## src/rtl/imem_pkg.sv

```systemverilog
// imem_pkg: shared definitions for the instruction-memory arbiter.
//   - default IMEM window (byte base, depth in words)
//   - requester/owner encoding
//   - addr_err(): alignment and window check on a byte address
package imem_pkg;

  localparam logic [31:0] IMEM_BASE_DEF = 32'h0000_0000;
  localparam int          IMEM_SIZE_DEF = 32768;

  localparam logic OWN_FETCH  = 1'b0;
  localparam logic OWN_LOADER = 1'b1;

  // One in-flight response slot: who owns it and how it must be returned.
  typedef struct packed {
    logic vld;
    logic own;
    logic wr;
    logic err;
  } rsp_slot_t;

  // The compare is 33 bits wide so a window ending exactly at 2^32 does not
  // wrap to zero and reject every address.
  function automatic logic addr_err(input logic [31:0] addr,
                                    input logic [31:0] base,
                                    input logic [32:0] win_bytes);
    logic [32:0] off;
    off = {1'b0, addr} - {1'b0, base};
    return (addr[1:0] != 2'b00) || (addr < base) || (off >= win_bytes);
  endfunction

endpackage

```

## src/rtl/imem_rr_arb2.sv

```systemverilog
// imem_rr_arb2: two-input round-robin arbiter.
//   clk, rst_n : clock, asynchronous active-low reset
//   req_f      : fetch request valid
//   req_l      : loader request valid
//   gnt_f      : fetch granted (combinational)
//   gnt_l      : loader granted (combinational)
// A grant is always an acceptance (grant implies valid), so last_grant
// moves on every grant. Reset leaves last_grant = loader, giving fetch the
// first conflict.
module imem_rr_arb2
  import imem_pkg::*;
(
  input  logic clk,
  input  logic rst_n,
  input  logic req_f,
  input  logic req_l,
  output logic gnt_f,
  output logic gnt_l
);

  logic last_grant;

  always_comb begin
    gnt_f = req_f && (!req_l || (last_grant == OWN_LOADER));
    gnt_l = req_l && !gnt_f;
  end

  always_ff @(posedge clk or negedge rst_n) begin
    if (!rst_n)     last_grant <= OWN_LOADER;
    else if (gnt_f) last_grant <= OWN_FETCH;
    else if (gnt_l) last_grant <= OWN_LOADER;
  end

endmodule

```

## src/rtl/imem_arbiter.sv

```systemverilog
// imem_arbiter: shares one single-port, synchronous-read IMEM between the
// fetch stage (read-only) and the program loader (read/write).
//   clk, rst_n              : clock, asynchronous active-low reset
//   f_req_* / f_rsp_*       : fetch request (valid/ready/addr) and response
//   l_req_* / l_rsp_*       : loader request (valid/ready/we/addr/wdata) and response
//   mem_en/we/addr/wdata    : IMEM strobe, write enable, word index, write data
//   mem_rdata               : IMEM read data, one cycle after a read strobe
//   wlock                   : sticky write-lock request
// Build option: define IMEM_ARB_WLOCK_EN to honour wlock; otherwise wlock is
// ignored and loader writes are always permitted.
// One access per cycle, response exactly one cycle after acceptance.
module imem_arbiter
  import imem_pkg::*;
#(
  parameter logic [31:0] IMEM_BASE = IMEM_BASE_DEF,
  parameter int          IMEM_SIZE = IMEM_SIZE_DEF,
  parameter int          AW        = 15
) (
  input  logic          clk,
  input  logic          rst_n,
  input  logic          f_req_valid,
  output logic          f_req_ready,
  input  logic [31:0]   f_req_addr,
  output logic          f_rsp_valid,
  output logic [31:0]   f_rsp_data,
  output logic          f_rsp_err,
  input  logic          l_req_valid,
  output logic          l_req_ready,
  input  logic          l_req_we,
  input  logic [31:0]   l_req_addr,
  input  logic [31:0]   l_req_wdata,
  output logic          l_rsp_valid,
  output logic [31:0]   l_rsp_data,
  output logic          l_rsp_err,
  output logic          mem_en,
  output logic          mem_we,
  output logic [AW-1:0] mem_addr,
  output logic [31:0]   mem_wdata,
  input  logic [31:0]   mem_rdata,
  input  logic          wlock
);

  localparam logic [32:0] WIN_BYTES = 33'(IMEM_SIZE) << 2;

  logic        gnt_f, gnt_l, accept, err, wr_req, lock_err;
  logic [31:0] sel_addr, off;
  rsp_slot_t   rsp_q;

  imem_rr_arb2 u_arb (
    .clk   (clk),
    .rst_n (rst_n),
    .req_f (f_req_valid),
    .req_l (l_req_valid),
    .gnt_f (gnt_f),
    .gnt_l (gnt_l)
  );

`ifdef IMEM_ARB_WLOCK_EN
  // Sticky: once set only reset clears it. Registered, so it bites the
  // cycle after wlock rises.
  logic locked;
  always_ff @(posedge clk or negedge rst_n) begin
    if (!rst_n)     locked <= 1'b0;
    else if (wlock) locked <= 1'b1;
  end
  assign lock_err = locked && wr_req;
`else
  logic unused_wlock;
  assign unused_wlock = wlock;
  assign lock_err     = 1'b0;
`endif

  assign f_req_ready = gnt_f;
  assign l_req_ready = gnt_l;
  assign accept      = gnt_f || gnt_l;
  assign wr_req      = gnt_l && l_req_we;
  assign sel_addr    = gnt_l ? l_req_addr : f_req_addr;
  assign off         = sel_addr - IMEM_BASE;
  assign err         = accept && (addr_err(sel_addr, IMEM_BASE, WIN_BYTES) || lock_err);

  // Address/data buses sit at zero whenever no access is strobed.
  assign mem_en    = accept && !err;
  assign mem_we    = wr_req && !err;
  assign mem_addr  = mem_en ? off[AW+1:2] : '0;
  assign mem_wdata = mem_we ? l_req_wdata : '0;

  logic unused_off;
  assign unused_off = ^{off[31:AW+2], off[1:0]};

  always_ff @(posedge clk or negedge rst_n) begin
    if (!rst_n) begin
      rsp_q <= '0;
    end else begin
      rsp_q.vld <= accept;
      rsp_q.own <= gnt_l ? OWN_LOADER : OWN_FETCH;
      rsp_q.wr  <= wr_req;
      rsp_q.err <= err;
    end
  end

  // Read data is steered straight from the memory: it only becomes valid
  // in the response cycle, so it cannot be captured in the slot.
  logic rd_ok;
  assign rd_ok = rsp_q.vld && !rsp_q.wr && !rsp_q.err;

  assign f_rsp_valid = rsp_q.vld && (rsp_q.own == OWN_FETCH);
  assign f_rsp_err   = f_rsp_valid && rsp_q.err;
  assign f_rsp_data  = (rd_ok && rsp_q.own == OWN_FETCH) ? mem_rdata : '0;

  assign l_rsp_valid = rsp_q.vld && (rsp_q.own == OWN_LOADER);
  assign l_rsp_err   = l_rsp_valid && rsp_q.err;
  assign l_rsp_data  = (rd_ok && rsp_q.own == OWN_LOADER) ? mem_rdata : '0;

endmodule

```

## config.mk

```make
export PLATFORM = sky130hd
export DESIGN_NAME = imem_arbiter
export DESIGN_NICKNAME = d
export VERILOG_FILES = /design/src/rtl/imem_pkg.sv /design/src/rtl/imem_rr_arb2.sv /design/src/rtl/imem_arbiter.sv
export SDC_FILE = /design/constraint.sdc
export NUM_CORES = 1
export LEC_CHECK = 0
export CAP_MARGIN = 30
export CELL_PAD_IN_SITES_DETAIL_PLACEMENT = 1
export CELL_PAD_IN_SITES_GLOBAL_PLACEMENT = 2
export CORE_MARGIN = 8
export CORE_UTILIZATION = 10
export DETAILED_ROUTE_END_ITERATION = 6
export GPL_TIMING_DRIVEN = 0
export PLACE_DENSITY = 0.93
export REMOVE_ABC_BUFFERS = 1
export SLEW_MARGIN = 20
export SYNTH_ARGS = -nofsm -noshare
export SYNTH_HDL_FRONTEND = slang
export SYNTH_SLANG_ARGS = --single-unit
export TNS_END_PERCENT = 5
```

## constraint.sdc

```tcl
create_clock -name clk -period 3.9 [get_ports clk]
set_input_delay 0.585 -clock clk [delete_from_list [all_inputs] [get_ports clk]]
set_output_delay 0.585 -clock clk [all_outputs]
set_load 0.02 [all_outputs]
```

==> summary.log <==
qor: synthesis.postSynthAreaPerCell 7.04 um2
qor: critical_path.worst-endpoint-required 3.31 ns
qor: synthesis.ys.flop_type sky130_fd_sc_hd__dfrtp_1
qor: critical_path.crit-reg2reg-launch u_arb.last_grant
qor: sta.timing.max_slew.rel_slack 39.3%
qor: place.place.detailed.hpwl 10200 um
qor: floorplan.core_region_area 0.0163 mm2
qor: synthesis.ys.warnings.count 0
qor: critical_path.crit_type primary input to output pin
qor: place.pre_cts_ws -0.833 ns
qor: clock_tree.tritoncts_clock_tree built
qor: critical_path.worstSetupEndpointType output pin
qor: sta.timing_max_transition_violations_final 0
qor: synthesis.synth.distinct_cells 29
qor: layout.layout-drive-gt1-share 16.1%
qor: sta.highest_attainable_clock_frequency 266 MHz
qor: floorplan.std_cell_rows 47
qor: synthesis.share_of_the_synthesized_area_in_the_top_cell_type 25.4%
qor: global_route.grt_antenna_before_repair 0
qor: sta.number_of_failing_hold_endpoints_at_the_final_stage 0
qor: clock_tree.cts_hold_buf 0
qor: global_route.grt_max_degree 34
qor: floorplan.die_w 144 um
qor: synthesis.synth.ff_latch_count 5
qor: floorplan.io-pin-count 253
qor: sta.final_period_minus_worst_setup_slack 3.76 ns
qor: detailed_routing.wire_per_inst 17.8 um
qor: synthesis.postSynthCellCount 234
qor: global_route.wire_length_of_the_first_global_routing_pass 17400 um
qor: floorplan.start_util 10.1%
qor: global_route.grt-ovfl-total 0
qor: sta.setup_slack 0.144 ns
qor: power.static-leakage-power 1.49 nW
qor: layout.syn_to_final_growth 173%
qor: worst_hold_path.hold_end u_arb.last_grant
qor: critical_path.r2r.worst_path.cells 5
qor: layout.layout.filler_cells 1961
qor: clock_tree.numClockSinks 5
qor: sta.finalSetupTns 0 ns
qor: global_route.total_global_route_track_usage 11.0%
qor: worst_hold_path.min_path_cells 2
qor: status.run_status finished, final reports clean
qor: synthesis.yosysMostFrequentCell sky130_fd_sc_hd__and2_1
qor: synthesis.synth.area.top_cells sky130_fd_sc_hd__and2_1 (25%), sky130_fd_sc_hd__a21oi_2 (18%), sky130_fd_sc_hd__a22oi_2 (11%), sky130_fd_sc_hd__nand2_1 (11%), sky130_fd_sc_hd__dfrtp_1 (6.1%)
qor: sta.setup-violations-final 0
qor: layout.design.final.nets 608
qor: synthesis.synth.top_cells.by_count sky130_fd_sc_hd__and2_1 (67), sky130_fd_sc_hd__nand2_1 (47), sky130_fd_sc_hd__a21oi_2 (33), sky130_fd_sc_hd__a22oi_2 (15), sky130_fd_sc_hd__nand3_1 (15)
qor: power.ir_worst_vdd 83.2 uV
qor: synthesis.netlist.top_cell.by_area sky130_fd_sc_hd__and2_1
qor: detailed_routing.antenna_violating_nets_post_route 0
qor: global_route.vias_in_the_first_global_route 2980
qor: sta.worst_pin_slew 0.902 ns
qor: critical_path.timing.reg2reg.setup_slack 2.09 ns
qor: detailed_routing.drt_iter0_drc 43
qor: sta.final_skew 0.0114 ns
qor: power.report.power.total 0.531 mW
qor: detailed_routing.drcViolationCount 0
qor: detailed_routing.drt_pass1_iterations 4
qor: layout.final_core_util 27.5%
qor: worst_hold_path.hold_start u_arb.last_grant
qor: critical_path.crit_arrival 3.17 ns
qor: critical_path.worst-path-max-fanout 30
qor: detailed_routing.via_count 2642
qor: clock_tree.cts_htree_levels 1
qor: synthesis.synth-seq-area-share 7.67%
qor: place.globalplace.congestion 0.772
qor: sta.grt_setup_unrepaired no
qor: floorplan.die-area 0.0208 mm2
qor: synthesis.synthesis.area 0.00165 mm2
qor: clock_tree.clkLatencyLatePin 0.23 ns
qor: flow_run.drv_cap 0
qor: power.powerDensity 118 mW/mm2
qor: clock_tree.clk_pin_slew 0.04 ns
qor: clock_tree.cts.path.max_buffers 2
qor: floorplan.dieHeight 144 um
qor: synthesis.async_reset_ff_share 100%
qor: critical_path.r2r-end rsp_q[0]
qor: detailed_routing.drt_wl_total 12300 um
qor: worst_hold_path.min-delay-path-class flop to flop
qor: sta.min_period_over_period 96.3%
qor: layout.diodes 0
qor: critical_path.cp-startpoint l_req_addr[30]
qor: clock_tree.clock_tree.root_cell sky130_fd_sc_hd__clkbuf_16
qor: detailed_routing.detail_route.vias_per_cell 3.81
qor: critical_path.timing.critical_path.from_type primary input
qor: synthesis.synth_edf_count 0
qor: clock_tree.cts_made_buffers 3
qor: place.io_buffers 251
## per-layer routing
layer  up-vias  share of wire [%]  track usage [%]
li1       1268                  -                -
met1      1256                 38             12.0
met2       110                 53             20.9
met3         8                7.3             2.44
met4         0                1.3             2.74
met5         -                  0                0
## worst max-delay path by stage
stage                          endpoint  slack [ns]  depth (start not counted)
final                       mem_addr[1]        0.14                          7
after global routing      mem_wdata[29]       0.005                          7
after CTS                  mem_wdata[5]       0.001                          7
after detailed placement    mem_addr[1]       -0.83                          7
after global placement      mem_addr[7]       -1.60                          5
after floorplan             mem_addr[0]        0.50                          3
## metrics by stage
step | cells | hold slack [ns] | area, um2
4_1_cts | 693 | 0.539 | 4480
3_3_place_gp | 680 | 0.497 | 4290
5_1_grt | 693 | 0.598 | 4500
3_5_place_dp | 686 | 0.533 | 4380
2_1_floorplan | 209 | 0.289 | 1500
6_report | 693 | 0.543 | 4500
## placed cells by master (no fill, tap or decap), types with 2 or more instances in the layout
cell	Yosys	routed
sky130_fd_sc_hd__nor2_1	3	3
sky130_fd_sc_hd__clkdlybuf4s50_1	0	250
sky130_fd_sc_hd__inv_2	2	2
sky130_fd_sc_hd__a22oi_2	15	15
sky130_fd_sc_hd__a21oi_2	33	33
sky130_fd_sc_hd__clkbuf_16	0	3
sky130_fd_sc_hd__buf_12	0	2
sky130_fd_sc_hd__dfrtp_1	4	4
sky130_fd_sc_hd__and3_1	2	2
sky130_fd_sc_hd__and2_1	67	67
sky130_fd_sc_hd__nand2_1	47	47
sky130_fd_sc_hd__nor4_2	2	2
sky130_fd_sc_hd__nand3_1	15	15
sky130_fd_sc_hd__buf_4	1	2
sky130_fd_sc_hd__nand4_4	1	2
sky130_fd_sc_hd__buf_2	7	3
sky130_fd_sc_hd__nor4_1	3	3
## final cells by class
type	count	area (um2)	share of cell area, %
multi-input cells	202	1410	31.3
repair buffers	259	2600	57.7
flip-flops and latches	5	126	2.81
inverters	3	11.3	0.250
well taps	220	275	6.12
clock buffers	4	78.8	1.75
## cell families after synthesis
group,after synthesis,synth area share [%]
buf+inv,28,9.41
flops,5,7.67
compound gates,52,30.9
simple gates,149,52.0
## registers in the layout, summed over array words and instances (netlist names)
| name | count |
|---|---|
| u_arb.last_grant | 1 |
| rsp_q | 4 |
## power breakdown
group | internal, mW | leakage, nW | switching [mW] | total [mW]
registers | 0.0576 | 0.0566 | 0.00519 | 0.0628
logic | 0.178 | 1.39 | 0.117 | 0.295
clock network | 0.136 | 0.0382 | 0.0377 | 0.174
total | 0.372 | 1.49 | 0.160 | 0.531
## repair_timing
action	CTS	global route
setup buffers	2	0
endpoints found under the setup margin	49	14
pin swaps	1	0
cloned	1	0
resized for setup	3	2
## critical path, stage by stage
cell and delay [ns]:
sky130_fd_sc_hd__clkdlybuf4s50_1 0.39, sky130_fd_sc_hd__or4_4 0.54, sky130_fd_sc_hd__nor3_4 0.35, sky130_fd_sc_hd__nand4_4 0.18
sky130_fd_sc_hd__buf_12 0.24, sky130_fd_sc_hd__a22oi_2 0.21, sky130_fd_sc_hd__clkdlybuf4s50_1 0.65
(Power assumes the default switching activity.)
